===== src/rtl/line_follow_pkg.sv =====
// line_follow_pkg: shared state codes, steering command constants and the
// stable-pattern decoder used by line_follow_ctrl.
package line_follow_pkg;

  typedef enum logic [2:0] {
    ST_FOLLOW      = 3'd0,
    ST_VEER_L      = 3'd1,
    ST_VEER_R      = 3'd2,
    ST_TURN_L      = 3'd3,
    ST_TURN_R      = 3'd4,
    ST_CORNER_HOLD = 3'd5,
    ST_STOP        = 3'd6,
    ST_LOST        = 3'd7
  } lf_state_e;

  // dir[3:2] steer, dir[1:0] intensity
  localparam logic [3:0] DIR_PROCEED = 4'b0000;
  localparam logic [3:0] DIR_VEER_L  = 4'b0101;
  localparam logic [3:0] DIR_VEER_R  = 4'b1001;
  localparam logic [3:0] DIR_PIVOT_L = 4'b0111;
  localparam logic [3:0] DIR_PIVOT_R = 4'b1011;
  localparam logic [3:0] DIR_HARD_L  = 4'b0110;
  localparam logic [3:0] DIR_HARD_R  = 4'b1010;
  localparam logic [3:0] DIR_STOP    = 4'b1111;

  // Map the debounced pattern to a target state; front and corner are {L,R}.
  function automatic lf_state_e decode_pattern(input logic [1:0] front,
                                               input logic [1:0] corner,
                                               input logic       any_line);
    lf_state_e st;
    st = ST_CORNER_HOLD;
    if (!any_line)              st = ST_LOST;
    else if (front == 2'b11)    st = ST_FOLLOW;
    else if (front == 2'b10)    st = ST_VEER_L;
    else if (front == 2'b01)    st = ST_VEER_R;
    else if (corner == 2'b10)   st = ST_TURN_L;
    else if (corner == 2'b01)   st = ST_TURN_R;
    return st;
  endfunction

endpackage


===== src/rtl/line_follow_ctrl_sensor_debounce.sv =====
// sensor_debounce: per-bit 2-flop synchroniser followed by inversion and an
// independent debounce counter per bit.
// Ports:
//   clk       in   system clock
//   rst       in   synchronous active-high reset
//   i_raw_n   in   WIDTH raw active-low sensor bits
//   o_stable  out  WIDTH debounced line-detect bits (1 = line)
module sensor_debounce #(
  parameter int unsigned WIDTH  = 6,
  parameter int unsigned CYCLES = 4
) (
  input  logic             clk,
  input  logic             rst,
  input  logic [WIDTH-1:0] i_raw_n,
  output logic [WIDTH-1:0] o_stable
);

  localparam int unsigned CNT_W = $clog2(CYCLES + 1);

  logic [WIDTH-1:0] r_sync1;
  logic [WIDTH-1:0] r_sync2;
  logic [WIDTH-1:0] r_stable;
  logic [CNT_W-1:0] r_cnt [WIDTH];
  logic [WIDTH-1:0] w_line;

  // Raw flops reset to the idle (no line) level so reset reads as "no line".
  assign w_line   = ~r_sync2;
  assign o_stable = r_stable;

  always_ff @(posedge clk) begin
    if (rst) begin
      r_sync1  <= '1;
      r_sync2  <= '1;
      r_stable <= '0;
      for (int i = 0; i < int'(WIDTH); i++) r_cnt[i] <= '0;
    end else begin
      r_sync1 <= i_raw_n;
      r_sync2 <= r_sync1;
      // Count consecutive disagreeing samples; commit on the CYCLES-th one.
      for (int i = 0; i < int'(WIDTH); i++) begin
        if (w_line[i] == r_stable[i]) begin
          r_cnt[i] <= '0;
        end else if (r_cnt[i] == CNT_W'(CYCLES - 1)) begin
          r_stable[i] <= w_line[i];
          r_cnt[i]    <= '0;
        end else begin
          r_cnt[i] <= r_cnt[i] + CNT_W'(1);
        end
      end
    end
  end

endmodule


===== src/rtl/line_follow_ctrl.sv =====
// line_follow_ctrl: debounces N_PAIRS left/right line-sensor pairs and turns
// the stable pattern into a registered 4-bit steering command.
// Optional feature macro: LOST_RECOVER_EN (timed hard-turn recovery in LOST;
// also adds the LOST_CYCLES parameter).
// Ports:
//   clk         in   system clock
//   rst         in   synchronous active-high reset
//   enable      in   0 forces STOP
//   sensor_n    in   raw active-low sensors, bit 2k left / 2k+1 right of pair k
//   dir         out  [3:2] steer, [1:0] intensity
//   state       out  current FSM state code
//   stable      out  debounced line-detect vector (1 = line)
//   dir_change  out  one-cycle pulse when dir takes a new value
module line_follow_ctrl
  import line_follow_pkg::*;
#(
  parameter int unsigned N_PAIRS         = 3,
  parameter int unsigned DEBOUNCE_CYCLES = 12_500_000,
  parameter int unsigned CORNER_CYCLES   = 50_000_000
`ifdef LOST_RECOVER_EN
  ,
  parameter int unsigned LOST_CYCLES     = 25_000_000
`endif
) (
  input  logic                 clk,
  input  logic                 rst,
  input  logic                 enable,
  input  logic [2*N_PAIRS-1:0] sensor_n,
  output logic [3:0]           dir,
  output logic [2:0]           state,
  output logic [2*N_PAIRS-1:0] stable,
  output logic                 dir_change
);

  localparam int unsigned SENSE_W  = 2 * N_PAIRS;
  localparam int unsigned F_IDX    = 2 * (N_PAIRS - 1);
  localparam int unsigned M_IDX    = 2 * (N_PAIRS - 2);
  localparam int unsigned CORNER_W = $clog2(CORNER_CYCLES + 1);

  logic [SENSE_W-1:0]  w_stable;
  logic [SENSE_W-1:0]  r_stable_q;
  logic                w_stable_chg;
  logic [1:0]          w_front;
  logic [1:0]          w_corner;
  lf_state_e           w_decoded;
  lf_state_e           r_state;
  lf_state_e           w_state_next;
  logic [3:0]          r_dir;
  logic [3:0]          w_dir_next;
  logic                r_dir_change;
  logic [CORNER_W-1:0] r_corner_cnt;
`ifdef LOST_RECOVER_EN
  localparam int unsigned LOST_W = $clog2(LOST_CYCLES + 1);
  logic [LOST_W-1:0]   r_lost_cnt;
`endif

  sensor_debounce #(
    .WIDTH  (SENSE_W),
    .CYCLES (DEBOUNCE_CYCLES)
  ) u_debounce (
    .clk      (clk),
    .rst      (rst),
    .i_raw_n  (sensor_n),
    .o_stable (w_stable)
  );

  assign w_front      = {w_stable[F_IDX], w_stable[F_IDX+1]};
  assign w_corner     = {w_stable[M_IDX], w_stable[M_IDX+1]};
  assign w_decoded    = decode_pattern(w_front, w_corner, |w_stable);
  assign w_stable_chg = (w_stable != r_stable_q);

  // State register plus registered outputs and the corner timer.
  always_ff @(posedge clk) begin
    if (rst) begin
      r_state      <= ST_STOP;
      r_dir        <= DIR_STOP;
      r_dir_change <= 1'b0;
      r_stable_q   <= '0;
      r_corner_cnt <= '0;
    end else begin
      r_state      <= w_state_next;
      r_dir        <= w_dir_next;
      r_dir_change <= (w_dir_next != r_dir);
      r_stable_q   <= w_stable;
      // Timer restarts on entry and on any change of the debounced pattern.
      if (w_state_next == ST_CORNER_HOLD && r_state == ST_CORNER_HOLD && !w_stable_chg)
        r_corner_cnt <= r_corner_cnt + CORNER_W'(1);
      else
        r_corner_cnt <= '0;
    end
  end

`ifdef LOST_RECOVER_EN
  // Recovery window timer while in LOST.
  always_ff @(posedge clk) begin
    if (rst)
      r_lost_cnt <= '0;
    else if (w_state_next == ST_LOST && r_state == ST_LOST)
      r_lost_cnt <= r_lost_cnt + LOST_W'(1);
    else
      r_lost_cnt <= '0;
  end
`endif

  // Next-state logic.
  always_comb begin
    w_state_next = w_decoded;
    if (!enable) begin
      w_state_next = ST_STOP;
    end else begin
      case (r_state)
        ST_STOP: begin
          // No automatic retry of a corner that already timed out.
          if (w_decoded == ST_CORNER_HOLD) w_state_next = ST_STOP;
        end
        ST_CORNER_HOLD: begin
          if (w_decoded == ST_CORNER_HOLD && !w_stable_chg &&
              r_corner_cnt == CORNER_W'(CORNER_CYCLES - 1))
            w_state_next = ST_STOP;
        end
        ST_LOST: begin
`ifdef LOST_RECOVER_EN
          if (w_decoded == ST_LOST && r_lost_cnt == LOST_W'(LOST_CYCLES - 1))
            w_state_next = ST_STOP;
`else
          if (w_decoded == ST_CORNER_HOLD) w_state_next = ST_STOP;
`endif
        end
        default: w_state_next = w_decoded;
      endcase
    end
  end

  // Output logic: steering command for the state being entered.
  always_comb begin
    w_dir_next = DIR_STOP;
    case (w_state_next)
      ST_FOLLOW:      w_dir_next = DIR_PROCEED;
      ST_VEER_L:      w_dir_next = DIR_VEER_L;
      ST_VEER_R:      w_dir_next = DIR_VEER_R;
      ST_TURN_L:      w_dir_next = DIR_PIVOT_L;
      ST_TURN_R:      w_dir_next = DIR_PIVOT_R;
      ST_CORNER_HOLD: w_dir_next = DIR_PROCEED;
      ST_STOP:        w_dir_next = DIR_STOP;
      ST_LOST: begin
`ifdef LOST_RECOVER_EN
        // Hard turn toward the side last steered; r_dir holds it while LOST.
        if (r_state == ST_LOST)
          w_dir_next = r_dir;
        else if (r_state == ST_VEER_L || r_state == ST_TURN_L)
          w_dir_next = DIR_HARD_L;
        else if (r_state == ST_VEER_R || r_state == ST_TURN_R)
          w_dir_next = DIR_HARD_R;
        else
          w_dir_next = DIR_STOP;
`else
        w_dir_next = DIR_STOP;
`endif
      end
      default: w_dir_next = DIR_STOP;
    endcase
  end

  assign dir        = r_dir;
  assign state      = r_state;
  assign stable     = w_stable;
  assign dir_change = r_dir_change;

endmodule


===== config.mk =====
export PLATFORM = sky130hd
export DESIGN_NAME = line_follow_ctrl
export DESIGN_NICKNAME = d
export VERILOG_FILES = /design/src/rtl/line_follow_pkg.sv /design/src/rtl/line_follow_ctrl_sensor_debounce.sv /design/src/rtl/line_follow_ctrl.sv
export SDC_FILE = /design/constraint.sdc
export NUM_CORES = 1
export LEC_CHECK = 0
export ABC_AREA = 1
export CAP_MARGIN = 20
export CORE_ASPECT_RATIO = 1.2
export CORE_MARGIN = 5
export CORE_UTILIZATION = 26
export CTS_CLUSTER_SIZE = 12
export DETAILED_ROUTE_END_ITERATION = 12
export DONT_BUFFER_PORTS = 1
export GPL_TIMING_DRIVEN = 0
export MAX_ROUTING_LAYER = met4
export PLACE_DENSITY = 0.44
export SYNTH_ARGS = -nofsm -noshare
export SYNTH_HDL_FRONTEND = slang
export SYNTH_SLANG_ARGS = --single-unit

===== constraint.sdc =====
create_clock -name clk -period 2.6 [get_ports clk]
set_input_delay 0.26 -clock clk [delete_from_list [all_inputs] [get_ports clk]]
set_output_delay 0.26 -clock clk [all_outputs]
set_load 0.005 [all_outputs]

==> flow_metrics.env, run 1 <==
export IMPL_finalCritPeriodShare_pct=91.4
export IMPL_synthCells=1227
export IMPL_min_path_cells=3
export IMPL_status="complete, no violations"
export IMPL_syn_area_mm2=0.0106
export IMPL_switching_share_pct=21.7
export IMPL_start_util_pct=26.1
export IMPL_gp_congestion=0.773
export IMPL_dp_slack_ns=0.0111
export IMPL_mostFrequentLayoutCells="204 x nand2_1, 168 x inv_1, 156 x nor2_1"
export IMPL_cp_slowest_cell="dfxtp_1"
export IMPL_slew_viol_final=0
export IMPL_cts_buffers=27
export IMPL_reg2regPathDepth=17
export IMPL_die_area_mm2=0.0450
export IMPL_clk_pin_slew_ns=0.06
export IMPL_wire_per_inst_um=10.8
export IMPL_final_common_cell="nand2_1"
export IMPL_core_mm2=0.0406
export IMPL_pwr_share_clk_pct=48.5
export IMPL_ys_seq_area_share_pct=51.6
export IMPL_crit_buf_inv=1
export IMPL_slew_headroom_pct=51.5
export IMPL_drtPass1Iterations=4
export IMPL_grt_max_degree=13
export IMPL_cp_data_arrival_time_ns=2.77
export IMPL_avgSynthCellArea_um2=8.66
export IMPL_setup_violations=0
export IMPL_rsz0062_at_grt="no"
export IMPL_r2r_start="u_debounce.o_stable[2]"
export IMPL_rrSetupSlack_ns=0.22
export IMPL_fin_area_mm2=0.0128
export IMPL_drc=0
export IMPL_grt_pass1_vias=7745
export IMPL_worstHoldStart="enable"
export IMPL_synth_seq_cells=202
export IMPL_dp_cells=1909
export IMPL_max_stage_delay_ns=0.60
export IMPL_p_int_mw=5.93
export IMPL_fmax_mhz=421
export IMPL_track_usage_pct=9.65
export IMPL_period_needed_ns=2.38
export IMPL_fp_dieH_um=231
export IMPL_fin_nets=1422
export IMPL_yosysWarnings=0
export IMPL_end_kind="register"
export IMPL_clk_latency_ns=0.53
export IMPL_cp_cell_sequence="inv_1 -> nand2_1 -> nand2_1 -> nor2_1 -> nand2_1 -> nor2_1 -> nand3_1 -> nand2_1 -> nand2_2 -> nand3_1 -> nand2_1 -> nand2_1 -> nand3_1 -> nand2_1 -> nand2_1 -> nor2_1 -> nor2_1"
export IMPL_cts_buffer_depth=3
export IMPL_skew_ns=0.00805
export IMPL_dpl_cell_area_mm2=0.0118
export IMPL_cts_tree="yes"
export IMPL_wl_um=21200
export IMPL_p_seq_share_pct=48.1
export IMPL_fillers=4288
export IMPL_first_iter_violations=266
export IMPL_rows=81
export IMPL_hold_path_end="dir[1]"
export IMPL_grt_overflow=0
export IMPL_r2r_end="dir_change"
export IMPL_cts_sinks=202
export IMPL_ff_latch_area_mm2=0.00549
export IMPL_ios=23
export IMPL_synth_top_area_cell="edfxtp_1"
export IMPL_drive_gt1_share_pct=11.0
export IMPL_startpoint_type="register"
export IMPL_tightest_slew_ns=0.728
export IMPL_critPathMaxFanout=8
export IMPL_p_leak_nw=4.86
export IMPL_setup_ws_ns=0.224
export IMPL_cp_required_ns=2.99
export IMPL_area_growth_syn_to_layout_pct=20.8
export IMPL_critical_path_top_delay_family="simple AND/OR/NAND/NOR gates"
export IMPL_antenna_found_initial=0
export IMPL_synth_distinct_cells=45
export IMPL_ir_worst_vdd_uv=471
export IMPL_synth_top_cell_area_share_pct=40.7
export IMPL_min_path_type="primary input to register"
export IMPL_cts_root_buffer="clkbuf_16"
export IMPL_dieWidth_um=195
export IMPL_p_per_area_mw_per_mm2=591
export IMPL_hold_viol_final=0
export IMPL_layoutNonFillerInstCount=1964
export IMPL_multi_input_area_mm2=0.00497
export IMPL_grt_first_pass_wirelength_um=36000
export IMPL_combPwrFrac_pct=3.3
export IMPL_htree_levels=1
export IMPL_crit_top_cell="nand2_1"
export IMPL_yosys_top_cells_area="edfxtp_1 41%, dfxtp_1 11%, nand2_1 7.2%"
export IMPL_port_buffers=0
export IMPL_ant_nets=0
export IMPL_p_total_mw=7.58
export IMPL_vias_per_cell=4.14
export IMPL_dr_total_vias=8129
export IMPL_hold_worst_slack_ns=0.140
export IMPL_diodes=0
export IMPL_hpwl_um=15600
export IMPL_crit_type="register to register"
export IMPL_max_cap_viol_count=0
export IMPL_power_switching_mw=1.65
power by group through the flow:
stage | Clock (mW) | Sequential (mW) | Combinational [mW]
CTS | 3.84 | 3.65 | 0.250
global route | 3.95 | 3.66 | 0.300
detailed placement | 0 | 3.72 | 0.240
floorplan | 0 | 3.69 | 0.198
finish | 3.68 | 3.65 | 0.252
global placement | 0 | 3.71 | 0.238
layout make-up:
type	instances	share of cell area [%]
clock inverter	10	0.751
inverter	176	5.15
buffer	16	0.605
clock buffer	38	6.16
tap	539	5.26
timing repair buffer	7	0.546
sequential	202	42.8
multi-input combinational	976	38.8
worst min-delay path, cell delays in order:
cell	delay (ns)
buf_2	0.15
nand4_1	0.13
nand3_1	0.07
synth_stat cells (all sizes together):
library cell,count
a31o,1
a31oi,7
nor2,191
nand3,60
o21bai,1
a21oi,87
buf,10
nor4b,1
nor4,15
o221a,1
nand4,39
and3,6
inv,175
ha,7
o21ba,3
nor3b,12
xor2,20
conb,1
clkbuf,6
nand3b,3
or2,20
nor3,62
o21ai,61
edfxtp,144
dfxtp,58
a211oi,8
clkinv,1
xnor2,7
o21a,8
nand2,212
what timing repair did:
action,4_1_cts,5_1_grt
gates resized for setup,1,6
gates cloned,0,0
setup buffers,0,0
setup endpoints to repair,3,34
hold buffers,7,0
endpoints found under the hold margin,7,0
metrics by stage:
| step | utilization [%] | setup TNS (ns) |
|---|---|---|
| 2_1_floorplan | - | 0 |
| 3_3_place_gp | 29.1 | -0.519 |
| 3_5_place_dp | 29.1 | 0 |
| 4_1_cts | 31.5 | 0 |
| 5_1_grt | 31.6 | 0 |
| 6_report | 31.6 | 0 |
registers in the layout, indices dropped and copies added, names as in the netlist:
register,flops
u_debounce.r_cnt,144
r_corner_cnt,26
r_stable_q,6
u_debounce.o_stable,6
u_debounce.r_sync1,6
u_debounce.r_sync2,6
dir,4
state,3
dir_change,1
logic make-up (layout without fill, tap and decap cells):
group / after synthesis / after routing / share of synthesized area, %
buf+inv: 192 / 247 / 6.95
fa+ha+maj: 7 / 7 / 0.824
simple gates: 621 / 621 / 29.3
compound gates: 177 / 177 / 9.06
other cells: 1 / 144 / 0.0353
xor+xnor: 27 / 27 / 2.23
flops: 202 / 202 / 51.6
per-layer routing:
metal	routed length, um	GRT usage (%)	share of wire [%]	up-vias
met4	586	2.81	2.8	0
met2	9760	16.2	46	76
met1	9840	11.8	46	3652
met5	0	-	0	-
li1	-	-	-	4363
met3	1010	2.04	4.8	38
how the worst max path moves through the flow:
stage,start,cells after the start,to,slack [ns]
6_report,u_debounce.o_stable[2],17,dir_change,0.22
3_3_place_gp,u_debounce.r_cnt[0][0],10,u_debounce.r_cnt[0][4],-0.06
4_1_cts,u_debounce.r_cnt[1][0],11,u_debounce.r_cnt[1][22],0.06
3_5_place_dp,u_debounce.r_cnt[0][0],10,u_debounce.r_cnt[0][4],0.01
2_1_floorplan,u_debounce.r_cnt[5][0],14,u_debounce.r_cnt[5][22],0.58
5_1_grt,u_debounce.r_cnt[1][0],16,u_debounce.r_cnt[1][20],0.005
Note: power is estimated with default switching activity, not from simulation.
==> run 2, diff against run 1 <==
Settings changed: PLACE_DENSITY 0.44 to 0.4.
==> run 2 against run 1 <==
  * First-iteration DRC count decreased by 14%
  * Clock power down 3%
  * Critical path type unchanged
  * Final cell count about the same
==> flow_metrics.env, run 2 (synthesized netlist as in run 1, its figures left out) <==
export IMPL_finalCritPeriodShare_pct=91.5
export IMPL_mostFrequentLayoutCells="204 x nand2_1, 169 x inv_1, 151 x nor2_1"
export IMPL_p_leak_nw=4.84
export IMPL_port_buffers=0
export IMPL_skew_ns=0.0210
export IMPL_layoutNonFillerInstCount=1965
export IMPL_hold_viol_final=0
export IMPL_drtPass1Iterations=4
export IMPL_dp_cells=1909
export IMPL_vias_per_cell=4.12
export IMPL_slew_headroom_pct=55.1
export IMPL_p_int_mw=5.80
export IMPL_period_needed_ns=2.38
export IMPL_setup_violations=0
export IMPL_slew_viol_final=0
export IMPL_cp_required_ns=2.99
export IMPL_max_cap_viol_count=0
export IMPL_wire_per_inst_um=11.2
export IMPL_min_path_type="primary input to register"
export IMPL_final_common_cell="nand2_1"
export IMPL_cts_root_buffer="clkbuf_16"
export IMPL_antenna_found_initial=2
export IMPL_gp_congestion=0.780
export IMPL_htree_levels=1
export IMPL_ios=23
export IMPL_rows=81
export IMPL_dieWidth_um=195
export IMPL_grt_pass1_vias=7863
export IMPL_hpwl_um=16100
export IMPL_clk_latency_ns=0.55
export IMPL_largest_reg_flops=144
export IMPL_drive_gt1_share_pct=11.2
export IMPL_cts_buffers=26
export IMPL_clk_pin_slew_ns=0.06
export IMPL_cts_tree="yes"
export IMPL_start_util_pct=26.1
export IMPL_ant_nets=0
export IMPL_switching_share_pct=22.3
export IMPL_core_mm2=0.0406
export IMPL_first_iter_violations=228
export IMPL_area_growth_syn_to_layout_pct=20.5
export IMPL_grt_overflow=0
export IMPL_end_kind="register"
export IMPL_tightest_slew_ns=0.670
export IMPL_rsz0062_at_grt="no"
export IMPL_grt_first_pass_wirelength_um=37600
export IMPL_grt_max_degree=14
export IMPL_reg_top3="u_debounce.r_cnt: 144 flops, r_corner_cnt: 26 flops"
export IMPL_p_per_area_mw_per_mm2=583
export IMPL_final_util_pct=31.5
export IMPL_wl_um=22000
export IMPL_crit_type="register to register"
export IMPL_cts_sinks=202
export IMPL_fin_nets=1420
export IMPL_drc=0
export IMPL_pwr_share_clk_pct=47.8
export IMPL_fmax_mhz=420
export IMPL_track_usage_pct=10.0
export IMPL_fp_dieH_um=231
export IMPL_cts_buffer_depth=3
export IMPL_die_area_mm2=0.0450
export IMPL_critPathMaxFanout=10
export IMPL_cp_data_arrival_time_ns=2.77
export IMPL_largest_register="u_debounce.r_cnt"
export IMPL_power_switching_mw=1.67
export IMPL_p_seq_share_pct=48.8
export IMPL_startpoint_type="register"
export IMPL_ir_worst_vdd_uv=495
export IMPL_dr_total_vias=8104
export IMPL_combPwrFrac_pct=3.4
export IMPL_status="complete, no violations"
## run 2: final timing paths
path                          startpoint                       to  slack (ns)  depth (start not counted)
setup / recovery  u_debounce.r_cnt[2][0]  u_debounce.r_cnt[2][14]        0.22                          9
hold / removal                       rst                 state[1]        0.06                          2
setup reg to reg  u_debounce.r_cnt[2][0]  u_debounce.r_cnt[2][14]        0.22                          9
hold reg to reg    u_debounce.r_sync1[0]    u_debounce.r_sync2[0]        0.41                          1
## run 2: what timing repair did
action,in CTS,in global routing
hold buffers,6,0
pin swaps,0,0
gates resized for setup,2,12
endpoints found under the hold margin,6,0
buffers inserted,0,0
endpoints found under the setup margin,11,34
## run 2: area by class of cell
class / count / area, um^2
diodes: 2 / 5.00
plain buffers: 16 / 77.6
clock buffers: 37 / 702
clock inverters: 11 / 136
fillers: 4296 / 27800
inverters: 176 / 661
multi-input cells: 976 / 5000
flip-flops and latches: 202 / 5490
well taps: 539 / 674
repair buffers: 6 / 60.1
## run 2: per-stage QoR
step	cell area, um^2	setup slack [ns]	TNS, ns	power [mW]	hold slack, ns
2_1_floorplan	11200	0.580	0	3.89	0.364
3_3_place_gp	11800	0.0223	0	3.95	0.365
3_5_place_dp	11800	-0.0174	-0.106	3.96	0.367
4_1_cts	12700	0.0723	0	7.66	0.0257
5_1_grt	12800	0.00900	0	7.84	0.0592
6_report	12800	0.220	0	7.47	0.0617
## run 2: routing by layer
layer	global-route usage [%]	wire length (um)
met1	12.3	10200
met2	17.0	10300
met3	2.09	1010
met4	2.57	416
met5	-	0
## run 2: power by group through the flow
stage	Clock [mW]	Sequential [mW]	Combinational, mW
3_3_place_gp	0	3.71	0.241
4_1_cts	3.76	3.65	0.252
3_5_place_dp	0	3.72	0.242
6_report	3.57	3.65	0.254
2_1_floorplan	0	3.69	0.198
5_1_grt	3.87	3.66	0.302
## run 2: worst max-delay path, cell delays in order, from the launching register on
cell	delay (ns)
edfxtp_1	0.43
ha_1	0.26
nand3_2	0.10
nor2_2	0.05
inv_1	0.09
nor3_2	0.07
nor2_1	0.52
inv_1	0.32
buf_4	0.27
nor3_1	0.12
